## src/rtl/serial_arith_pkg.sv

```systemverilog
// Shared definitions for the bit-serial arithmetic family (adder, subtractor).
package serial_arith_pkg;

   localparam int SERIAL_W = 8;

   typedef enum logic [1:0] {
      ST_IDLE = 2'd0,
      ST_RUN  = 2'd1,
      ST_DONE = 2'd2
   } serial_state_e;

endpackage

```

## src/rtl/serial_shift_reg.sv

```systemverilog
// W-bit right shift register: parallel load, shift enable, serial-in at the MSB.
// next_o is the value the register takes on a shift, so callers can capture it early.
module serial_shift_reg #(
   parameter int W = 8
) (
   input  logic         clk,
   input  logic         rst,
   input  logic         load_i,
   input  logic [W-1:0] load_val_i,
   input  logic         en_i,
   input  logic         ser_i,
   output logic         lsb_o,
   output logic [W-1:0] next_o
);

   logic [W-1:0] q_q;
   logic [W-1:0] q_d;
   logic [W-1:0] shifted;

   // A one-bit register has no upper slice; the serial input simply replaces it.
   generate
      if (W == 1) begin : g_one
         assign shifted = ser_i;
      end else begin : g_wide
         assign shifted = {ser_i, q_q[W-1:1]};
      end
   endgenerate

   always_comb begin
      q_d = q_q;
      if (load_i) begin
         q_d = load_val_i;
      end else if (en_i) begin
         q_d = shifted;
      end
   end

   always_ff @(posedge clk) begin
      if (rst) begin
         q_q <= '0;
      end else begin
         q_q <= q_d;
      end
   end

   assign lsb_o  = q_q[0];
   assign next_o = shifted;

endmodule

```

## src/rtl/serial_adder.sv

```systemverilog
// Bit-serial LSB-first two's-complement adder with start/busy/done handshake.
// Handshake: start is sampled only in IDLE; done pulses for one cycle; sum/cout/ovf hold until the next result.
module serial_adder
   import serial_arith_pkg::*;
#(
   parameter int W  = SERIAL_W,
   parameter int CW = $clog2(W + 1)
) (
   input  logic         clk,
   input  logic         rst,
   input  logic         start,
   input  logic [W-1:0] a,
   input  logic [W-1:0] b,
   output logic         busy,
   output logic         done,
   output logic [W-1:0] sum,
   output logic         cout,
   output logic         ovf,
   output logic [1:0]   state_o
);

   serial_state_e state_q, state_d;
   logic          carry_q;
   logic [CW-1:0] cnt_q;
   logic [W-1:0]  sum_q;
   logic          cout_q;
   logic          ovf_q;

   logic          load;
   logic          step;
   logic          last_step;
   logic          qa_lsb;
   logic          qb_lsb;
   logic          s_bit;
   logic          c_next;
   logic [W-1:0]  acc_next;
   logic [W-1:0]  qa_next_unused;
   logic [W-1:0]  qb_next_unused;
   logic          acc_lsb_unused;

   assign s_bit  = qa_lsb ^ qb_lsb ^ carry_q;
   assign c_next = (qa_lsb & qb_lsb) | (qa_lsb & carry_q) | (qb_lsb & carry_q);

   always_comb begin
      state_d   = state_q;
      load      = 1'b0;
      step      = 1'b0;
      last_step = 1'b0;
      case (state_q)
         ST_IDLE: begin
            if (start) begin
               load    = 1'b1;
               state_d = ST_RUN;
            end
         end
         ST_RUN: begin
            step = 1'b1;
            if (cnt_q == CW'(1)) begin
               last_step = 1'b1;
               state_d   = ST_DONE;
            end
         end
         ST_DONE: begin
            state_d = ST_IDLE;
         end
         default: begin
            state_d = ST_IDLE;
         end
      endcase
   end

   always_ff @(posedge clk) begin
      if (rst) begin
         state_q <= ST_IDLE;
         carry_q <= 1'b0;
         cnt_q   <= '0;
         sum_q   <= '0;
         cout_q  <= 1'b0;
         ovf_q   <= 1'b0;
      end else begin
         state_q <= state_d;
         if (load) begin
            carry_q <= 1'b0;
            cnt_q   <= CW'(W);
         end else if (step) begin
            carry_q <= c_next;
            cnt_q   <= cnt_q - CW'(1);
         end
         // Overflow is carry into the MSB (carry_q on this step) versus carry out of it.
         if (last_step) begin
            sum_q  <= acc_next;
            cout_q <= c_next;
            ovf_q  <= carry_q ^ c_next;
         end
      end
   end

   serial_shift_reg #(.W(W)) u_qa (
      .clk        (clk),
      .rst        (rst),
      .load_i     (load),
      .load_val_i (a),
      .en_i       (step),
      .ser_i      (1'b0),
      .lsb_o      (qa_lsb),
      .next_o     (qa_next_unused)
   );

   serial_shift_reg #(.W(W)) u_qb (
      .clk        (clk),
      .rst        (rst),
      .load_i     (load),
      .load_val_i (b),
      .en_i       (step),
      .ser_i      (1'b0),
      .lsb_o      (qb_lsb),
      .next_o     (qb_next_unused)
   );

   serial_shift_reg #(.W(W)) u_acc (
      .clk        (clk),
      .rst        (rst),
      .load_i     (load),
      .load_val_i ('0),
      .en_i       (step),
      .ser_i      (s_bit),
      .lsb_o      (acc_lsb_unused),
      .next_o     (acc_next)
   );

   assign busy    = (state_q == ST_RUN);
   assign done    = (state_q == ST_DONE);
   assign sum     = sum_q;
   assign cout    = cout_q;
   assign ovf     = ovf_q;
   assign state_o = state_q;

endmodule

```

## config.mk

```make
export PLATFORM = sky130hd
export DESIGN_NAME = serial_adder
export DESIGN_NICKNAME = d
export VERILOG_FILES = /design/src/rtl/serial_arith_pkg.sv /design/src/rtl/serial_shift_reg.sv /design/src/rtl/serial_adder.sv
export SDC_FILE = /design/constraint.sdc
export NUM_CORES = 1
export LEC_CHECK = 0
export BUFFER_PORTS_ARGS = -buffer_cell sky130_fd_sc_hd__buf_2
export CORE_MARGIN = 3
export CORE_UTILIZATION = 55
export DETAILED_ROUTE_END_ITERATION = 10
export MAX_ROUTING_LAYER = met4
export PLACE_DENSITY = 0.78
export SYNTH_ARGS = -nofsm -noshare
export SYNTH_HDL_FRONTEND = slang
export SYNTH_SLANG_ARGS = --single-unit
```

## constraint.sdc

```tcl
create_clock -name clk -period 1.41 [get_ports clk]
set_input_delay 0.141 -clock clk [delete_from_list [all_inputs] [get_ports clk]]
set_output_delay 0.141 -clock clk [all_outputs]
set_load 0.02 [all_outputs]
```

After elaboration in Yosys (flattened, before gate mapping)
Cells that the tools add are included.
{"block": "totals", "out_inout_bits": 14, "in_bits": 19, "reg_bits": 41}
{"block": "classes", "n_eq_ne": 5, "n_mux": 14, "reduce_logical": 4, "bitwise_logic": 8, "add_sub_neg": 1}
{"operator": "$mux W8", "count": 4}
{"operator": "$mux W4", "count": 2}
{"operator": "$mux W1", "count": 5}
{"operator": "$eq A4 B1 Y1 const B", "count": 1}
{"operator": "$mux W2", "count": 2}
{"operator": "$pmux W2 S2", "count": 1}
{"operator": "$sub A4 B1 Y4 const B", "count": 1}
{"operator": "$and A1 B1 Y1", "count": 3}
{"operator": "$xor A1 B1 Y1", "count": 3}
{"operator": "$eq A2 B1 Y1 const B", "count": 1}
{"operator": "$eq A2 B2 Y1 const B", "count": 1}
{"operator": "$logic_not A2 Y1", "count": 1}
{"operator": "$ne A2 B1 Y1 const B", "count": 1}
{"operator": "$ne A2 B2 Y1 const B", "count": 1}
{"operator": "$or A1 B1 Y1", "count": 2}
{"operator": "$reduce_and A2 Y1", "count": 1}
{"operator": "$reduce_bool A2 Y1", "count": 1}
{"operator": "$reduce_or A2 Y1", "count": 1}

Depth between registers and ports, before layout
{"block": "logic_depth", "word_depth": 4, "ltp_mapped": 6, "mapped_depth_nobuf": 5}

Cells and area by module
From an unflattened synthesis, not the netlist that was laid out.
{"block": "unflattened", "hier_cells": 202, "area_unflattened_um2": 1918.1}
{"module": "serial_shift_reg", "instances": 3, "cells_each": 36, "area_each_um2": 376.6}
{"module": "serial_adder", "instances": 1, "cells_each": 94, "area_each_um2": 788.3}

Least setup slack after synthesis
No wires, ideal clock.
{"block": "synth_timing", "kind": "flip-flop to output port", "startpoint": "reg state_q[1] (netlist: state_o[1])", "endpoint": "out done", "path_stages_with_launch": 4, "arrival_ps": 1237, "setup_slack_ps": 32, "cell_sequence": "dfxtp_1 buf_2 buf_2 nor2b_1"}
{"block": "synth_between", "elab_chain_cells": 1}
{"element": "start: declaration", "line_no": "serial_adder.sv:22", "source": "serial_state_e state_q, state_d;"}
{"element": "start signal: assignment", "line_no": "serial_adder.sv:81", "source": "state_q <= state_d;"}
{"element": "$eq A2 B2 Y1", "line_no": "serial_adder.sv:132", "source": "assign done = (state_q == ST_DONE);"}
{"element": "end: declaration", "line_no": "serial_adder.sv:15", "source": "output logic done,"}
Every way passes these cells.

Final worst setup path
{"block": "layout_timing", "startpoint": "reg state_q[1] (netlist: state_o[1])", "endpoint": "out busy"}
{"block": "layout_between", "elab_chain_cells": 1}
{"element": "$eq A2 B1 Y1", "line_no": "serial_adder.sv:131", "source": "assign busy = (state_q == ST_RUN);"}
{"element": "end: declaration", "line_no": "serial_adder.sv:14", "source": "output logic busy,"}
Every way passes these cells.

==> flow_summary_export.csv <==
group,metric,value,unit
status,outcome,"completed",
timing,slew_viol_final,0,
yosys,avgSynthCellArea,8.49,sq um
grt,busiest_layer,"met2",
yosys,seq_area_frac_synth,0.417,
route,vias_per_cell,5.62,
placement,placed_cells,294,
yosys,post_synth_instance_area,1920,sq um
worst_hold_path,holdPathEnd,"state_o[0]$_SDFFE_PP0P_",
clocking,cts_sinks,40,
flow_run,max-cap-violations,0,
yosys,yosysTopAreaCellShare,0.417,
yosys,synth_cell_types,33,
yosys,post-synth-top-area-cell,"dfxtp_1",
worst_setup_path,rr_startpoint,"cnt_q[1]$_SDFFE_PP0P_",
worst_setup_path,crit_required,1.27,ns
clocking,insertion_delay,0.35,ns
layout,syn2layout_area_growth,19.6,%
timing,tightest_slew,0.275,ns
worst_setup_path,reg2reg_depth,6,
grt,grt_pass1_wl,6970,um
route,dr_total_vias,1704,
grt,antenna_found_initial,0,
clocking,cts_tree,"built",
timing,postLayoutSetupSlackWorst,0.0361,ns
worst_setup_path,crit_fanout,12,
grt,grt.overflow.total,0,
route,wl_per_cell,13.7,um
route,drtIter0Drc,120,
worst_setup_path,critPathCaptureType,"output port",
worst_hold_path,hold_path.class,"in2reg",
die,core_area,3180,sq um
clocking,cts_hold_buffers,0,
clocking,cts-htree-levels,2,
yosys,synth_commonest_cells,"a21oi_1 (44), dfxtp_1 (40), nand2_1 (20), nor2_1 (20), inv_1 (17)",
placement,dp_hpwl,2650,um
power_and_ir_drop,powerDensity,1110,nW/um^2
yosys,async_flop_share,0,
worst_setup_path,reg2reg_setup_slack,0.05,ns
worst_setup_path,critPathLaunchType,"register",
worst_hold_path,hold_path_depth,2,
grt,grt_max_degree,28,
timing,finalCriticalPeriod,1.37,ns
layout,finish.utilization,0.722,
yosys,synth-edff-count,0,
yosys,yosys-top-cells-area,"dfxtp_1 (42%), a21oi_1 (11%), o221a_2 (8.2%)",
yosys,synth_top_flop_cell,"dfxtp_1",
timing,whs,0.0481,ns
clocking,numCtsBuffers,5,
route,firstDrtPassIters,4,
die,die_h,65.1,um
grt,grt_pass1_vias,1520,
timing,rsz0062_at_grt,"yes",
timing,max_freq,728,MHz
route,drc,0,
power_and_ir_drop,total_power,0.00255,W
power_and_ir_drop,ir_worst_vdd,860,uV
yosys,yosysMostFrequentCell,"a21oi_1",
grt,met1_usage,0.271,
timing,hold_viol,0,
layout,nFillCells,249,
worst_hold_path,hp-start,"rst",
timing,period_share,0.974,
yosys,synth_nets,248,
layout,instances_no_fill,303,
worst_setup_path,r2r-end,"sum[4]$_SDFFE_PP0P_",
worst_setup_path,critPathKind,"reg2out",
die,initial_utilization,0.604,
route,routed_wl,4160,um
die,die-area,4230,sq um
yosys,syn_inst,226,
timing,max_slew_margin,0.817,
timing,finalClockSkew,0.00950,ns
layout,drive_above_1_share,0.344,
clocking,clockBufferDepth,2,
worst_setup_path,crit_arrival,1.23,ns
clocking,cts_setup_buffers,0,
die,die_w,65.1,um
die,rows,20,
power_and_ir_drop,p_leak,0.933,nW
grt,grtUsageMet2,0.350,
yosys,synth_warnings,0,
grt,met3_usage,0.0433,
timing,setup_viol,0,
layout,num_antenna_cells,0,
clocking,clockRootBuffer,"clkbuf_4",
clocking,clkTransAtPathRegs,0.11,ns
placement,io_buffers,32,
yosys,yosys_register_bits,40,
placement,place_congestion,0.780,
placement,dp_slack,0.0369,ns
layout,nets,281,
grt,track_usage,0.215,
die,io_pins,33,
route,final_antenna_net_count,0,
-- metrics by stage --
stage	setup TNS (ns)	cell area, sq um
global route	-0.0361	2290
detailed placement	0	2120
CTS	0	2240
global placement	0	2120
finish	0	2290
floorplan	0	1920
-- repair_timing --
| action | in CTS | in global routing |
|---|---|---|
| gates resized for setup | 5 | 16 |
| pin swaps | 0 | 2 |
| setup endpoints to repair | 2 | 12 |
| gates cloned | 1 | 1 |
-- worst max-delay path, cell delays in order (launching register included) --
cell	delay (ns)
dfxtp_4	0.39
nand2b_4	0.20
inv_6	0.13
buf_2	0.17
-- worst max-delay path by stage --
stage,end,cells past startpoint,start,slack (ns)
after floorplan,done,3,state_o[1]$_SDFFE_PP0P_,0.03
after CTS,done,3,state_o[1]$_SDFFE_PP0P_,0.003
after detailed placement,sum[2]$_SDFFE_PP0P_,6,cnt_q[1]$_SDFFE_PP0P_,0.04
after global routing,sum[4]$_SDFFE_PP0P_,6,cnt_q[1]$_SDFFE_PP0P_,-0.02
after global placement,sum[1]$_SDFFE_PP0P_,6,cnt_q[1]$_SDFFE_PP0P_,0.07
final,busy,3,state_o[1]$_SDFFE_PP0P_,0.04
-- layer usage --
layer | up-vias | wire [um]
li1 | 852 | -
met1 | 807 | 1900
met2 | 41 | 2020
met3 | 4 | 212
met4 | 0 | 35
met5 | - | 0
-- placed cells by master, fill, tap and decap left out, drive strengths merged, types with 9 or more instances in the layout --
master  Yosys  layout
buf        18      45
a21oi      44      44
o221a      14      14
dfxtp      40      40
o21ai       9       9
nand3       9       9
nand2      20      20
inv        18      18
nor2       20      20
-- power breakdown --
group / switching [W] / internal (W)
Combinational: 0.000220 / 0.000180
Sequential: 0.0000558 / 0.00119
Clock: 0.000367 / 0.000543
Total: 0.000643 / 0.00191
-- flip-flops by register name, indices dropped and copies added (netlist names) --
name / flops
u_acc.q_q: 7
state_o: 2
sum: 8
carry_q: 1
ovf: 1
u_qb.q_q: 8
u_qa.q_q: 8
cout: 1
cnt_q: 4
-- layout make-up --
type / instances / area [sq um] / area share
tap: 44 / 55.1 / 0.0240
clock inverter: 2 / 60.1 / 0.0262
timing repair inverter: 1 / 7.51 / 0.00327
sequential: 40 / 807 / 0.352
multi-input combinational: 148 / 958 / 0.418
inverter: 18 / 72.6 / 0.0316
timing repair buffer: 45 / 297 / 0.129
clock buffer: 5 / 37.5 / 0.0164
-- cells by family after synthesis --
logic type	after synthesis	share of synthesized area
adders and majority gates	3	0.0235
xor gates and xnor gates	2	0.00913
DFF	40	0.417
buffers and inverters	38	0.0985
AOI/OAI and AO/OA	80	0.298
and+or+nand+nor	62	0.148
muxes	1	0.00522
(Power assumes the default switching activity.)
